===== src/rtl/pipeline_hazard_ctrl.sv =====
`default_nettype none
// ============================================================================
// Module   : pipeline_hazard_ctrl
// Purpose  : Hazard / stall / flush controller for the vector pipeline. Drives
//            the IF_ID and ID_EXE stop/flush controls, the PC hold and the
//            ID-stage operand forwarding selects. Resolves load-use and RAW
//            hazards, taken branch/jump redirects and data-memory wait states,
//            and keeps a saturating count of PC-hold cycles.
// Config   : FORWARDING_EN - when defined, EXE/MEM results are forwarded and
//            only load-use hazards stall; when undefined, forwarding selects
//            stay 00 and every RAW match against EXE or MEM stalls.
// Ports    : clk, reset (sync, active-low)
//            rs1_id, rs2_id, rs_used_id          - ID-stage source operands
//            rd_exe, regWrite_exe, resultSrc_exe  - EXE-stage writer
//            rd_mem, regWrite_mem                 - MEM-stage writer
//            branch_taken_exe, jump_exe           - redirect requests
//            mem_busy                             - data memory wait
//            stop_pc, stop_ifid, stop_idexe       - hold controls
//            flush_ifid, flush_idexe              - clear controls
//            fwdA, fwdB                           - 00 RF, 10 EXE, 01 MEM
//            stall_count                          - saturating stall cycles
// Revision : 1.0 - initial release
// ============================================================================
module pipeline_hazard_ctrl #(
  parameter int RW           = 4,
  parameter int FLUSH_CYCLES = 2,
  parameter int CNT_W        = 16
) (
  input  logic             clk,
  input  logic             reset,
  input  logic [RW-1:0]    rs1_id,
  input  logic [RW-1:0]    rs2_id,
  input  logic [1:0]       rs_used_id,
  input  logic [RW-1:0]    rd_exe,
  input  logic             regWrite_exe,
  input  logic             resultSrc_exe,
  input  logic [RW-1:0]    rd_mem,
  input  logic             regWrite_mem,
  input  logic             branch_taken_exe,
  input  logic             jump_exe,
  input  logic             mem_busy,
  output logic             stop_pc,
  output logic             stop_ifid,
  output logic             stop_idexe,
  output logic             flush_ifid,
  output logic             flush_idexe,
  output logic [1:0]       fwdA,
  output logic [1:0]       fwdB,
  output logic [CNT_W-1:0] stall_count
);

  localparam int C_FCNT_W = $clog2(FLUSH_CYCLES + 1);
  localparam logic [C_FCNT_W-1:0] C_FLUSH_FULL   = C_FCNT_W'(FLUSH_CYCLES);
  localparam logic [C_FCNT_W-1:0] C_FLUSH_RELOAD = C_FCNT_W'(FLUSH_CYCLES - 1);

  typedef enum logic [1:0] {
    S_RUN      = 2'd0,
    S_FLUSH    = 2'd1,
    S_MEM_WAIT = 2'd2
  } state_t;

  state_t              r_state, w_state_nxt;
  logic [C_FCNT_W-1:0] r_flush_cnt, w_flush_cnt_nxt;
  logic                r_pend_redir, w_pend_redir_nxt;
  logic [CNT_W-1:0]    r_stall_count;

  logic       w_redirect;
  logic       w_rs1_live, w_rs2_live;
  logic       w_exe_wr, w_mem_wr;
  logic       w_load_use;
  logic       w_hazard;
  logic [1:0] w_fwd_a, w_fwd_b;
  logic       w_do_run;

  assign w_redirect = branch_taken_exe | jump_exe;

  // Index 0 is hard-wired zero: never a dependency or a forwarding source.
  assign w_rs1_live = rs_used_id[0] && (rs1_id != '0);
  assign w_rs2_live = rs_used_id[1] && (rs2_id != '0);
  assign w_exe_wr   = regWrite_exe && (rd_exe != '0);
  assign w_mem_wr   = regWrite_mem && (rd_mem != '0);

  assign w_load_use = w_exe_wr && resultSrc_exe &&
                      ((w_rs1_live && (rd_exe == rs1_id)) ||
                       (w_rs2_live && (rd_exe == rs2_id)));

`ifdef FORWARDING_EN
  assign w_hazard = w_load_use;

  // Forwarding is not qualified by rs_used_id: an unused operand's mux
  // setting is don't-care downstream. EXE wins over MEM (younger result).
  assign w_fwd_a = (regWrite_exe && !resultSrc_exe && (rd_exe == rs1_id) && (rs1_id != '0)) ? 2'b10 :
                   (regWrite_mem && (rd_mem == rs1_id) && (rs1_id != '0))                   ? 2'b01 :
                                                                                               2'b00;
  assign w_fwd_b = (regWrite_exe && !resultSrc_exe && (rd_exe == rs2_id) && (rs2_id != '0)) ? 2'b10 :
                   (regWrite_mem && (rd_mem == rs2_id) && (rs2_id != '0))                   ? 2'b01 :
                                                                                               2'b00;
`else
  logic w_raw;

  // Without bypass paths any in-flight writer of a read register stalls ID;
  // the match migrates EXE -> MEM so the stall lasts at most two cycles.
  assign w_raw = (w_rs1_live && ((w_exe_wr && (rd_exe == rs1_id)) || (w_mem_wr && (rd_mem == rs1_id)))) ||
                 (w_rs2_live && ((w_exe_wr && (rd_exe == rs2_id)) || (w_mem_wr && (rd_mem == rs2_id))));
  assign w_hazard = w_load_use | w_raw;
  assign w_fwd_a  = 2'b00;
  assign w_fwd_b  = 2'b00;
`endif

  always_comb begin
    stop_pc          = 1'b0;
    stop_ifid        = 1'b0;
    stop_idexe       = 1'b0;
    flush_ifid       = 1'b0;
    flush_idexe      = 1'b0;
    fwdA             = w_fwd_a;
    fwdB             = w_fwd_b;
    w_state_nxt      = r_state;
    w_flush_cnt_nxt  = r_flush_cnt;
    w_pend_redir_nxt = r_pend_redir;
    w_do_run         = 1'b0;

    if (mem_busy) begin
      // Whole front end freezes; a redirect arriving now is remembered and
      // replayed as a full flush once memory is ready.
      stop_pc          = 1'b1;
      stop_ifid        = 1'b1;
      stop_idexe       = 1'b1;
      fwdA             = 2'b00;
      fwdB             = 2'b00;
      w_state_nxt      = S_MEM_WAIT;
      w_pend_redir_nxt = r_pend_redir | w_redirect;
    end else begin
      case (r_state)
        S_MEM_WAIT: begin
          w_pend_redir_nxt = 1'b0;
          if (r_pend_redir) begin
            // Release cycle of a deferred redirect: the fetched path is
            // discarded by the following FLUSH cycles, so nothing else acts.
            fwdA            = 2'b00;
            fwdB            = 2'b00;
            w_state_nxt     = S_FLUSH;
            w_flush_cnt_nxt = C_FLUSH_FULL;
          end else begin
            // Plain release: the ID instruction advances now, so it needs
            // the normal hazard and forwarding decode.
            w_do_run = 1'b1;
          end
        end
        S_FLUSH: begin
          flush_ifid = 1'b1;
          if (w_redirect) begin
            flush_idexe     = 1'b1;
            w_flush_cnt_nxt = C_FLUSH_RELOAD;
            w_state_nxt     = (C_FLUSH_RELOAD == '0) ? S_RUN : S_FLUSH;
          end else begin
            w_flush_cnt_nxt = r_flush_cnt - 1'b1;
            if (r_flush_cnt <= C_FCNT_W'(1)) begin
              w_state_nxt = S_RUN;
            end
          end
        end
        default: begin
          w_do_run = 1'b1;
        end
      endcase
    end

    if (w_do_run) begin
      w_state_nxt = S_RUN;
      if (w_redirect) begin
        flush_ifid      = 1'b1;
        flush_idexe     = 1'b1;
        w_flush_cnt_nxt = C_FLUSH_RELOAD;
        w_state_nxt     = (C_FLUSH_RELOAD == '0) ? S_RUN : S_FLUSH;
      end else if (w_hazard) begin
        // Hold IF/ID, let ID_EXE take a bubble for one cycle.
        stop_pc     = 1'b1;
        stop_ifid   = 1'b1;
        flush_idexe = 1'b1;
      end
    end

    if (!reset) begin
      stop_pc     = 1'b0;
      stop_ifid   = 1'b0;
      stop_idexe  = 1'b0;
      flush_ifid  = 1'b0;
      flush_idexe = 1'b0;
      fwdA        = 2'b00;
      fwdB        = 2'b00;
    end
  end

  always_ff @(posedge clk) begin
    if (!reset) begin
      r_state       <= S_RUN;
      r_flush_cnt   <= '0;
      r_pend_redir  <= 1'b0;
      r_stall_count <= '0;
    end else begin
      r_state      <= w_state_nxt;
      r_flush_cnt  <= w_flush_cnt_nxt;
      r_pend_redir <= w_pend_redir_nxt;
      if (stop_pc && (r_stall_count != '1)) begin
        r_stall_count <= r_stall_count + 1'b1;
      end
    end
  end

  assign stall_count = r_stall_count;

endmodule
`default_nettype wire

===== config.mk =====
export PLATFORM = sky130hd
export DESIGN_NAME = pipeline_hazard_ctrl
export DESIGN_NICKNAME = d
export VERILOG_FILES = /design/src/rtl/pipeline_hazard_ctrl.sv
export SDC_FILE = /design/constraint.sdc
export NUM_CORES = 1
export LEC_CHECK = 0
export CORE_UTILIZATION = 49
export CTS_CLUSTER_DIAMETER = 80
export CTS_CLUSTER_SIZE = 28
export DETAILED_ROUTE_END_ITERATION = 10
export PLACE_DENSITY = 0.89
export REMOVE_ABC_BUFFERS = 1
export SLEW_MARGIN = 40
export SYNTH_ARGS = -nofsm -noshare
export SYNTH_HDL_FRONTEND = slang
export SYNTH_SLANG_ARGS = --single-unit

===== constraint.sdc =====
create_clock -name clk -period 4.5 [get_ports clk]
set_input_delay 0.9 -clock clk [delete_from_list [all_inputs] [get_ports clk]]
set_output_delay 0.9 -clock clk [all_outputs]
set_load 0.01 [all_outputs]

; ---- Yosys cells after proc, flatten, opt, wreduce, memory -nomap -nowiden
; Cells that the tools add are included.
[totals]
register_bits = 21
in_bits = 26
output_inout_bits = 25
word_cells = 81
[classes]
n_addsub = 2
order_cmp = 1
eq_ne = 9
mux = 36
bitwise = 3
reduce_logical = 26
[op_table]
columns = cell, count
row1 = 1-bit two-way mux, 23
row2 = 2-bit two-way mux, 10
row3 = 4-bit nonzero test, 5
row4 = "16-bit by 1-bit adder with 16-bit output, second input constant", 1
row5 = 4-bit equality test, 4
row6 = "16-bit != test, second input constant", 1
row7 = 1-bit logical AND, 15
row8 = 2-bit one-hot mux with 2 select lines, 2
row9 = "5-bit != test, second input constant", 1
row10 = 1-bit logical OR, 4
row11 = "4-bit != test, second input constant", 1
row12 = 1-bit OR, 3
row13 = 3-bit AND reduction, 1
row14 = "2-bit by 1-bit equality test with 1-bit output, second input constant", 1
row15 = "2-bit equality test, second input constant", 1
row16 = "2-bit by 1-bit less-or-equal comparator with 1-bit output, second input constant", 1
row17 = 1-bit one-hot mux with 2 select lines, 1
row18 = 2-bit nonzero test, 1
row19 = "2-bit by 1-bit subtractor with 2-bit output, second input constant", 1

; ---- Longest topological paths before layout
; Gate-level depths: netlist of run 1.
[depth]
depth_word = 12
mapped_depth = 10
ltp_nobuf = 9

; ---- Least setup slack after synthesis of run 1
; OpenSTA, ideal clock, no wires.
[synth_path]
kind = input to output
start = input port rd_exe[0]
end = output port stop_pc
arrival_ns = 2.299
required_ns = 3.600
path_slack_ns = 1.301
path_stages = 6
n_path_buf = 1
path_cell_list = o41ai_2 nor3_2 nor4_4 and2_2 nor3_1 buf_4
[synth_between]
elab_chain_cells = 11
[synth_rtl]
columns = item, line
row1 = start: declaration, 34  ; input logic [RW-1:0] rd_exe,
row2 = 4-bit nonzero test, 80  ; assign w_exe_wr = regWrite_exe && (rd_exe != '0);
row3 = 1-bit logical AND, 80
row4 = "1-bit logical AND, on equally long branches", "103, 104"
row5 = "1-bit logical OR, on equally long branches", "103, 104"
row6 = "1-bit logical AND, on equally long branches", "103, 104"
row7 = 1-bit logical OR, 103  ; assign w_raw = (w_rs1_live && ((w_exe_wr && (rd_exe == rs1_id)) || (w_mem_wr && (rd_mem == rs1_id)))) ||
row8 = 1-bit OR (*), 105  ; assign w_hazard = w_load_use | w_raw;
row9 = 1-bit two-way mux (*) (4 in a row), -
row10 = end: declaration, 42  ; output logic stop_pc,
; Mark *: on every way between the ends. The rest lies on a longest branch, timed or not.

; ---- Worst setup path in the final report of run 1
[layout_path]
start = input port rd_exe[0]
end = output port stop_pc
[layout_between]
elab_chain_cells = 11
[layout_rtl]
columns = item, line
row1 = 4-bit nonzero test, 80
row2 = 1-bit logical AND, 80
row3 = "1-bit logical AND, on equally long branches", "103, 104"
row4 = "1-bit logical OR, on equally long branches", "103, 104"
row5 = "1-bit logical AND, on equally long branches", "103, 104"
row6 = 1-bit logical OR, 103
row7 = 1-bit OR (*), 105
row8 = 1-bit two-way mux (*), 176  ; end else if (w_hazard) begin
row9 = 1-bit two-way mux (*), 171  ; if (w_redirect) begin
row10 = 1-bit two-way mux (*), 169  ; if (w_do_run) begin
row11 = 1-bit two-way mux (*), 184  ; if (!reset) begin
; Marked as above.

==> results of run 1 <==
==> critical path: stages <==
cell	delay [ns]
clkdlybuf4s50_1	0.49
o41ai_2	0.45
nor3_2	0.11
nor4_4	0.49
and2_2	0.28
nor3_1	0.08
clkdlybuf4s50_1	0.51
==> metrics by stage <==
stage | worst slack (ns) | total power, mW | std cells
5_1_grt | 0.146 | 0.423 | 261
6_report | 0.286 | 0.401 | 261
4_1_cts | 0.285 | 0.403 | 261
3_3_place_gp | 0.323 | 0.311 | 257
2_1_floorplan | 1.39 | 0.260 | 180
3_5_place_dp | 0.302 | 0.312 | 257
==> cell families (layout without fill, tap and decap cells) <==
| kind of cell | after synthesis | count (layout) | synth area share |
|---|---|---|---|
| AND/OR/NAND/NOR | 90 | 90 | 0.309 |
| AO/OA/AOI/OAI | 24 | 24 | 0.129 |
| flip-flops | 21 | 21 | 0.275 |
| XOR/XNOR | 20 | 20 | 0.115 |
| buffers and inverters | 16 | 56 | 0.0566 |
| multiplexers | 11 | 11 | 0.0803 |
| adder cells (fa/ha/maj) | 4 | 4 | 0.0328 |
| other | 1 | 4 | 0.00246 |
==> cell type report <==
| type | count | area, µm² |
|---|---|---|
| Clock inverter | 1 | 5.00 |
| Tap cell | 31 | 38.8 |
| Clock buffer | 3 | 22.5 |
| Fill cell | 243 | 855 |
| Inverter | 6 | 22.5 |
| Sequential cell | 21 | 420 |
| Timing Repair Buffer | 46 | 458 |
| Multi-Input combinational cell | 153 | 1030 |
==> sequential cells by signal, indices dropped and copies added (netlist names) <==
register      flops
r_flush_cnt       2
r_pend_redir      1
r_state           2
stall_count      16
==> where the power goes <==
group,switching (mW),leakage (nW),internal [mW]
combinational,0.0542,0.548,0.0578
sequential,0.00580,0.170,0.191
clock,0.0591,0.0177,0.0332
total,0.119,0.736,0.282
==> synthesized netlist by cell type, drive strengths merged, types with 4 or more instances <==
master,number,area (µm²)
a21oi,8,43.8
and3,4,25.0
buf,6,48.8
clkbuf,4,15.0
dfxtp,21,420
ha,4,50.1
inv,6,22.5
mux2i,11,123
nand2,24,90.1
nand2b,10,62.6
nand3,7,35.0
nand4,8,50.1
nor2,15,56.3
nor3,11,60.1
o21ai,4,20.0
o41ai,4,65.1
xnor2,20,175
==> how the worst max path moves through the flow <==
| stage | endpoint | slack [ns] | cells after the start |
|---|---|---|---|
| global route | stop_pc | 0.15 | 7 |
| global placement | stop_ifid | 0.32 | 7 |
| finish | stop_pc | 0.29 | 7 |
| detailed placement | stop_ifid | 0.30 | 7 |
| floorplan | stop_ifid | 1.39 | 6 |
| CTS | stop_ifid | 0.28 | 7 |
==> per-layer routing <==
layer  part of all wire  global-route usage  vias to the layer above  wire (µm)
met5                  0                   0                        -          0
met4             0.0076              0.0544                        0         25
met3              0.071              0.0357                        5        235
met2               0.43               0.335                       47       1410
met1               0.49               0.291                      645       1630
li1                   -                   -                      738          -
==> results.txt, run 1 <==
----------------------------------------------------
[Hold path]
  Worst hold stages ... 2
  Hold EP ... stall_count[12]
  HP Class ... register to register
  Launch instance of the worst min-delay path ... stall_count[12]

[CTS]
  Total number of clock tree sinks ... 21
  Hold buffers post-CTS ... 0
  CTS HTree Levels ... 1
  CTS Buffer Depth ... 2
  Clock transition at the registers of the reported paths ... 0.12 ns
  Number of buffers added by the clock tree synthesis step ... 3
  Buffer type at the clock tree root ... clkbuf_4
  TritonCTS clock tree ... built
  Clock latency of the later-clocked register in the worst-skew pair ... about 0.30 ns
  Number of cells upsized or downsized after cts ... 0
  Post-CTS Repair Setup Buffers ... 0

[STA]
  Min Hold Slack ... between 0.4 and 0.5 ns
  Total count of hold-check failures in the final report ... 0
  Worst relative slew slack ... 0.638
  Final Max Tran Viols ... 0
  Max Clock Skew ... between 0.002 and 0.0025 ns
  RSZ-0062 raised after global routing ... no
  Share of the cycle needed by the critical path after routing ... 0.936
  Setup violations, final ... 0
  Minimum clock period after layout ... between 4 and 5 ns
  Total Negative Setup Slacks ... 0 ns
  Max Clk Rate ... around 240 MHz
  Slew at the pin closest to its max-slew limit ... around 0.53 ns

[Yosys]
  Mean post-synth cell area ... 8.16 µm²
  Main synth FF type ... dfxtp_1
  Register bit total from synthesis ... 21
  Number of synthesized flops with an enable pin ... 0
  Warning count from the yosys run ... 0
  Post-Synthesis Cell Area ... ~1500 µm²
  Part of the Yosys area used for sequential elements ... 0.275
  Number of distinct library cells after synthesis ... 40
  Share of synthesized flip-flops with an asynchronous set or reset ... 0
  Number of instances in the synthesized netlist ... approximately 190

[Status]
  Outcome ... finished, violations left
  Violations in the final reports ... DRC

[Routing]
  Drt drc ... 5
  Total wire length after detailed routing ... approximately 3300 µm
  DR pass1 iterations ... 7
  Detailed-route via count ... roughly 1,400
  Vias per cell ... around 5.5
  ANT nets after route ... 0
  Routed wirelength normalized by instance count ... 12.7 µm
  Starting DRT DRC Count ... slightly above 60

[Run]
  Maximum Capacitance Violations ... 0

[Worst setup path]
  Critical Path End Type ... primary output
  R2R setup slack ... between 2 and 2.5 ns
  Capture point of the worst reg-to-reg path ... stall_count[4]
  Required time of the critical path ... ~3.6 ns
  Data arrival time of the critical path ... roughly 3.3 ns
  Register-to-Register Path Depth ... 8
  Max Fanout on Critical Path ... 7
  Crit path launch ... rd_exe[0]
  Worst Setup Path Type ... input pin to primary output
  CP startpoint kind ... input pin
  R2r startpoint ... r_state[1]

[Placement]
  Placement-stage cell area ... 1970 µm²
  Post-detailed-placement half-perimeter wirelength ... 2460 µm
  Weighted congestion reported at the end of routability-driven placement ... between 0.8 and 0.9
  Port-buffer cells ... 45

[Die]
  Floorplan die width ... 57.8 µm
  Row Count ... 19
  Starting density of the core ... 0.535
  Ports placed on the boundary ... 51
  Die area ... 3340 µm²
  Vertical die dimension ... between 50 and 60 µm
  Area of the core region ... 2850 µm²

[Global routing]
  GRT Resource Usage Total ... 0.209
  Wire length of the first global-routing pass ... 5620 µm
  Number of antenna violations at the first check in global routing ... 0
  Largest net degree at the start of global routing ... 22
  Global route total overflow ... 0
  Number of global-route vias before repair ... 1,302

[Final layout]
  Final Cell Area ... 2000 µm²
  Antenna Diode Count ... 0
  Most common cell after layout, fill and taps aside ... clkdlybuf4s50_1
  P&R area growth vs syn ... 30.9%
  Final Net Count ... ~260
  Final design utilization ... 0.700
  Most used cells in the layout excluding fill and tap cells ... clkdlybuf4s50_1 (45), nand2_1 (24), dfxtp_1 (21)
  Share of post-route cells with drive strength above 1 ... 0.0739

[Power and ir drop]
  Total power per unit cell area ... between 200 and 250 nW/µm²
  Highest ir drop seen on vdd ... ~200 µV
  Standby leakage power ... between 0.7 and 0.8 nW

----------------------------------------------------
Note: power is estimated with default switching activity, not from simulation.
==> inputs of run 2 (changes only) <==
- REMOVE_ABC_BUFFERS: 1 -> default
==> run 2 against run 1 <==
  * The run still ends with DRC left
  * Combinational power hardly changed
  * Core utilization about the same
  * Die area unchanged
  * First-iteration DRC count increased by 31%
  * Largest cell class unchanged
  * Via count up 2.4%
  * Design area about the same
  * Highest routed layer unchanged
  * Flip-flop and latch count unchanged
  * Hold slack worse by 0.0015 ns
  * Count of clock-buffer cells in the layout is 1 higher
  * Register-to-register slack hardly changed
  * Clock power is 2% lower
==> results.txt, run 2 (synthesized netlist as in run 1, its figures left out) <==
----------------------------------------------------
[Hold path]
  Worst hold stages ... 2 (unchanged)
  HP Class ... register to register (unchanged)
  Hold EP ... stall_count[13] (was stall_count[12])
  Launch instance of the worst min-delay path ... stall_count[13] (was stall_count[12])

[STA]
  Total count of hold-check failures in the final report ... 0 (unchanged)
  Max Clk Rate ... 235 MHz (was 237 MHz)
  Minimum clock period after layout ... 4.26 ns (was 4.21 ns)
  Worst relative slew slack ... 0.606 (was 0.638)
  Total Negative Setup Slacks ... 0 ns (unchanged)
  Share of the cycle needed by the critical path after routing ... 0.947 (was 0.936)
  Min Hold Slack ... 0.496 ns (was 0.498 ns)
  Final setup margin ... 0.237 ns (was 0.286 ns)
  RSZ-0062 raised after global routing ... no (unchanged)
  Final Max Tran Viols ... 0 (unchanged)
  Slew at the pin closest to its max-slew limit ... 0.576 ns (was 0.529 ns)
  Max Clock Skew ... 0.00619 ns (was 0.00218 ns)
  Setup violations, final ... 0 (unchanged)

[Power and ir drop]
  Proportion of total power due to net switching ... 0.291 (was 0.297)
  Internal power ... 0.284 mW (was 0.282 mW)
  Total power per unit cell area ... 201 nW/µm² (about the same)
  Highest ir drop seen on vdd ... 147 µV (was 203 µV)
  Standby leakage power ... 0.733 nW (was 0.736 nW)
  Clock share of power ... 0.226 (was 0.230)
  NetSw ... 0.117 mW (was 0.119 mW)
  Overall power of the completed layout ... 0.400 mW (was 0.401 mW)
  Proportion of power drawn by combinational gates ... 0.281 (was 0.279)
  Flop pwr share ... 0.493 (was 0.491)

[Worst setup path]
  Data arrival time of the critical path ... 3.36 ns (was 3.31 ns)
  CP startpoint kind ... input pin (unchanged)
  Max Fanout on Critical Path ... 7 (unchanged)
  Worst Setup Path Type ... input pin to primary output (unchanged)
  Critical Path End Type ... primary output (unchanged)
  R2r startpoint ... r_state[1] (unchanged)
  Required time of the critical path ... 3.60 ns (about the same)
  R2R setup slack ... 2.16 ns (was 2.17 ns)
  Capture point of the worst reg-to-reg path ... stall_count[4] (unchanged)
  Register-to-Register Path Depth ... 8 (unchanged)

[Global routing]
  Number of global-route vias before repair ... 1,276 (was 1,302)
  Global route total overflow ... 0 (unchanged)
  Largest net degree at the start of global routing ... 21 (was 22)
  GRT Resource Usage Total ... 0.206 (was 0.209)
  Number of antenna violations at the first check in global routing ... 0 (unchanged)
  Wire length of the first global-routing pass ... 5450 µm (was 5620 µm)

[Die]
  Ports placed on the boundary ... 51 (unchanged)
  Floorplan die width ... 57.8 µm (unchanged)
  Row Count ... 19 (unchanged)
  Area of the core region ... 2850 µm² (unchanged)
  Vertical die dimension ... 57.8 µm (unchanged)
  Starting density of the core ... 0.535 (unchanged)
  Die area ... 3340 µm² (unchanged)

[CTS]
  Post-CTS Repair Setup Buffers ... 0 (unchanged)
  Total number of clock tree sinks ... 21 (unchanged)
  Buffer type at the clock tree root ... clkbuf_4 (unchanged)
  Number of cells upsized or downsized after cts ... 0 (unchanged)
  TritonCTS clock tree ... built (unchanged)
  CTS Buffer Depth ... 2 (unchanged)
  Hold buffers post-CTS ... 0 (unchanged)
  Number of buffers added by the clock tree synthesis step ... 3 (unchanged)
  Clock latency of the later-clocked register in the worst-skew pair ... 0.31 ns (was 0.30 ns)
  CTS HTree Levels ... 1 (unchanged)
  Clock transition at the registers of the reported paths ... 0.11 ns (was 0.12 ns)

[Status]
  Outcome ... finished, violations left (unchanged)
  Violations in the final reports ... DRC (unchanged)

[Placement]
  Cell count after placement ... 257 (unchanged)
  Weighted congestion reported at the end of routability-driven placement ... 0.814 (was 0.830)
  Port-buffer cells ... 45 (unchanged)
  Placement-stage cell area ... 1970 µm² (unchanged)
  Pre-CTS setup slack ... 0.237 ns (was 0.302 ns)
  Post-detailed-placement half-perimeter wirelength ... 2600 µm (was 2460 µm)

[Final layout]
  Final Cell Area ... 2000 µm² (about the same)
  Flip-flop count of the largest register, all copies and words added ... 16 (unchanged)
  Area of the multi-input gates ... 1030 µm² (unchanged)
  Final Net Count ... 261 (unchanged)
  P&R area growth vs syn ... 30.8% (was 30.9%)
  Final design utilization ... 0.700 (about the same)
  Antenna Diode Count ... 0 (unchanged)
  Share of post-route cells with drive strength above 1 ... 0.0696 (was 0.0739)
  Most used cells in the layout excluding fill and tap cells ... clkdlybuf4s50_1 (45), nand2_1 (24), dfxtp_1 (21) (unchanged)
  Most common cell after layout, fill and taps aside ... clkdlybuf4s50_1 (unchanged)
  Register area ... 420 µm² (unchanged)
  Layout fillers ... 236 (was 243)
  Final Instance Count excl. Fillers ... 261 (unchanged)

[Run]
  Maximum Capacitance Violations ... 0 (unchanged)

[Routing]
  ANT nets after route ... 0 (unchanged)
  Routed wirelength normalized by instance count ... 12.8 µm (was 12.7 µm)
  Starting DRT DRC Count ... 80 (was 61)
  Vias per cell ... 5.63 (was 5.50)
  Total wire length after detailed routing ... 3340 µm (was 3310 µm)
  Drt drc ... 1 (was 5)
  DR pass1 iterations ... 8 (was 7)
  Detailed-route via count ... 1,469 (was 1,435)

----------------------------------------------------
run 2: critical path, stage by stage:
cell	delay (ns)
clkdlybuf4s50_1	0.51
o41ai_2	0.44
nor3_1	0.15
nor4_4	0.49
and2_2	0.28
nor3_1	0.07
clkdlybuf4s50_1	0.52
run 2: layer usage:
layer,track usage,vias to the layer above,part of all wire
li1,-,741,-
met1,0.247,686,0.43
met2,0.369,33,0.51
met3,0.0201,9,0.039
met4,0.0918,0,0.022
met5,0,-,0
run 2: worst max-delay path by stage:
| stage | startpoint | to | slack [ns] | cells after the start |
|---|---|---|---|---|
| 5_1_grt | rd_mem[0] | stop_pc | 0.11 | 7 |
| 2_1_floorplan | rd_exe[0] | stop_pc | 1.30 | 6 |
| 6_report | rd_mem[0] | stop_pc | 0.24 | 7 |
| 4_1_cts | rd_mem[0] | stop_pc | 0.23 | 7 |
| 3_5_place_dp | rd_mem[0] | stop_pc | 0.24 | 7 |
| 3_3_place_gp | rd_exe[0] | stop_ifid | 0.28 | 7 |
run 2: power by group through the flow:
stage | sequential [mW] | combinational [mW] | clock, mW
floorplan | 0.201 | 0.0663 | 0
global placement | 0.201 | 0.109 | 0
detailed placement | 0.201 | 0.112 | 0
CTS | 0.197 | 0.113 | 0.0938
global route | 0.198 | 0.123 | 0.103
finish | 0.197 | 0.112 | 0.0907
run 2: final cells by class:
cell class | instances | area share
repair buffers | 46 | 0.229
flip-flops and latches | 21 | 0.211
clock buffers | 4 | 0.0132
well taps | 31 | 0.0194
inverters | 6 | 0.0113
multi-input cells | 153 | 0.516
==> inputs of run 3 (changes only) <==
- CTS_CLUSTER_DIAMETER: 80 -> 30
- SETUP_SLACK_MARGIN: default -> 0.3
==> run 3 against run 2 <==
  * The flow still finishes with violations (DRC)
  * Count of clock-buffer cells in the layout unchanged
  * Setup slack improved by 0.15 ns
  * Total power increased by 1.8%
  * Critical endpoint unchanged
  * Highest routed layer unchanged
  * Largest cell class unchanged
==> results.txt, run 3 (synthesized netlist as in run 1, its figures left out) <==
----------------------------------------------------
[Global routing]
  Met3 usage ... 0.0201 (unchanged)
  Number of antenna violations at the first check in global routing ... 0 (unchanged)
  GRT Resource Usage Total ... 0.206 (unchanged)
  Global route total overflow ... 0 (unchanged)
  Most used routing layer in global routing ... met2 (unchanged)
  Largest net degree at the start of global routing ... 21 (unchanged)
  Met1 track demand over resource ... 0.247 (unchanged)
  Global Route met2 Usage ... 0.369 (unchanged)
  Wire length of the first global-routing pass ... 5460 µm (was 5450 µm)
  Number of global-route vias before repair ... 1,279 (was 1,276)

[STA]
  Slew at the pin closest to its max-slew limit ... 0.574 ns (was 0.576 ns)
  RSZ-0062 raised after global routing ... no (unchanged)
  Max Clock Skew ... 0.00253 ns (was 0.00619 ns)
  Total Negative Setup Slacks ... 0 ns (unchanged)
  Total count of hold-check failures in the final report ... 0 (unchanged)
  Share of the cycle needed by the critical path after routing ... 0.913 (was 0.947)
  Setup violations, final ... 0 (unchanged)
  Max Clk Rate ... 243 MHz (was 235 MHz)
  Worst relative slew slack ... 0.608 (was 0.606)
  Minimum clock period after layout ... 4.11 ns (was 4.26 ns)
  Final setup margin ... 0.391 ns (was 0.237 ns)
  Final Max Tran Viols ... 0 (unchanged)

[Final layout]
  Share of post-route cells with drive strength above 1 ... 0.0823 (was 0.0696)
  Final Net Count ... 262 (was 261)
  Final Instance Count excl. Fillers ... 262 (was 261)
  Most used cells in the layout excluding fill and tap cells ... clkdlybuf4s50_1 (45), nand2_1 (24), dfxtp_1 (21) (unchanged)
  Final Cell Area ... 2040 µm² (was 2000 µm²)
  Layout fillers ... 230 (was 236)
  Most common cell after layout, fill and taps aside ... clkdlybuf4s50_1 (unchanged)
  P&R area growth vs syn ... 33.4% (was 30.8%)
  Flip-flop count of the largest register, all copies and words added ... 16 (unchanged)
  Antenna Diode Count ... 0 (unchanged)

[Run]
  Maximum Capacitance Violations ... 0 (unchanged)

[Worst setup path]
  Delay of the slowest cell on the worst path ... 0.53 ns (was 0.52 ns)
  CP startpoint kind ... input pin (unchanged)
  Max Fanout on Critical Path ... 5 (was 7)
  Worst Setup Path Type ... input pin to primary output (unchanged)
  Register-to-Register Path Depth ... 8 (unchanged)
  Series of cell instances along the critical path ... clkdlybuf4s50_1 -> o41ai_2 -> nor3_1 -> nor4_4 -> and2_2 -> nor3_1 -> clkdlybuf4s50_1 (unchanged)
  Critical Path End Type ... primary output (unchanged)
  Data arrival time of the critical path ... 3.21 ns (was 3.36 ns)
  Required time of the critical path ... 3.60 ns (about the same)
  Cell with the biggest individual delay on the critical path ... o41ai_2 (was clkdlybuf4s50_1)

[CTS]
  TritonCTS clock tree ... built (unchanged)
  Clock latency of the later-clocked register in the worst-skew pair ... 0.31 ns (about the same)
  Buffer type at the clock tree root ... clkbuf_4 (unchanged)
  Number of buffers added by the clock tree synthesis step ... 3 (unchanged)
  CTS HTree Levels ... 1 (unchanged)
  Hold buffers post-CTS ... 0 (unchanged)
  Total number of clock tree sinks ... 21 (unchanged)
  Clock transition at the registers of the reported paths ... 0.11 ns (about the same)
  CTS Buffer Depth ... 2 (unchanged)

[Routing]
  Detailed-route via count ... 1,506 (was 1,469)
  Routed wirelength normalized by instance count ... 13.9 µm (was 12.8 µm)
  ANT nets after route ... 0 (unchanged)
  Total wire length after detailed routing ... 3640 µm (was 3340 µm)
  Drt drc ... 1 (unchanged)
  Vias per cell ... 5.75 (was 5.63)
  Starting DRT DRC Count ... 53 (was 80)
  DR pass1 iterations ... 7 (was 8)

[Placement]
  Weighted congestion reported at the end of routability-driven placement ... 0.814 (unchanged)
  Pre-CTS setup slack ... 0.237 ns (unchanged)
  Placement-stage cell area ... 1970 µm² (unchanged)
  Port-buffer cells ... 45 (unchanged)
  Cell count after placement ... 257 (unchanged)
  Post-detailed-placement half-perimeter wirelength ... 2600 µm (unchanged)

[Status]
  Violations in the final reports ... DRC (unchanged)
  Outcome ... finished, violations left (unchanged)

[Die]
  Area of the core region ... 2850 µm² (unchanged)
  Starting density of the core ... 0.535 (unchanged)
  Row Count ... 19 (unchanged)
  Vertical die dimension ... 57.8 µm (unchanged)
  Floorplan die width ... 57.8 µm (unchanged)
  Ports placed on the boundary ... 51 (unchanged)
  Die area ... 3340 µm² (unchanged)

[Hold path]
  HP Class ... register to register (unchanged)
  Worst hold stages ... 2 (unchanged)

[Power and ir drop]
  Total power per unit cell area ... 200 nW/µm² (was 201 nW/µm²)
  Standby leakage power ... 0.750 nW (was 0.733 nW)
  Overall power of the completed layout ... 0.408 mW (was 0.400 mW)
  Highest ir drop seen on vdd ... 148 µV (was 147 µV)

----------------------------------------------------
==> run 3: cell count changes in the layout (fill, tap and decap cells not counted), sizes merged <==
cell | before | now
buf | 1 | 2
==> run 3: final cells by class <==
cell class	count	area [µm²]	area share
multi-input combinational	153	1060	0.522
timing repair buffer	47	465	0.229
sequential	21	420	0.206
tap	31	38.8	0.0190
clock buffer	4	26.3	0.0129
inverter	6	22.5	0.0111
==> run 3: timing repair <==
item,in CTS,in global routing
gates resized for setup,0,4
pin swaps,1,0
endpoints found under the setup margin,2,2
buffers inserted,1,0
==> run 3: path summary, 6_finish.rpt <==
| check | slack, ns | to | startpoint |
|---|---|---|---|
| worst min register to register | 0.50 | stall_count[13] | stall_count[13] |
| worst min-delay path | 0.50 | stall_count[13] | stall_count[13] |
| worst max register to register | 2.15 | stall_count[4] | r_state[1] |
| worst max-delay path | 0.39 | stop_pc | rd_mem[0] |
==> run 3: critical path: cells and delay by family <==
kind	cells	cell delay [ns]
AND/OR/NAND/NOR	4	0.74
buffers and inverters	2	1.03
AO/OA/AOI/OAI	1	0.53
==> run 3: metrics by stage <==
| step | utilization | hold slack [ns] |
|---|---|---|
| 3_3_place_gp | 0.691 | 0.475 |
| 6_report | 0.714 | 0.496 |
| 2_1_floorplan | - | 0.492 |
| 3_5_place_dp | 0.691 | 0.477 |
| 4_1_cts | 0.703 | 0.495 |
| 5_1_grt | 0.714 | 0.520 |
==> run 3: power by group <==
group	internal (mW)	total [mW]	switching, mW
registers	0.191	0.197	0.00614
clock network	0.0347	0.0919	0.0572
logic	0.0596	0.119	0.0589
total	0.285	0.408	0.122
==> run 3: layer usage <==
| layer | vias up | share of wire |
|---|---|---|
| met4 | 0 | 0.013 |
| met5 | - | 0 |
| met2 | 38 | 0.53 |
| met3 | 5 | 0.036 |
| met1 | 720 | 0.42 |
| li1 | 743 | - |
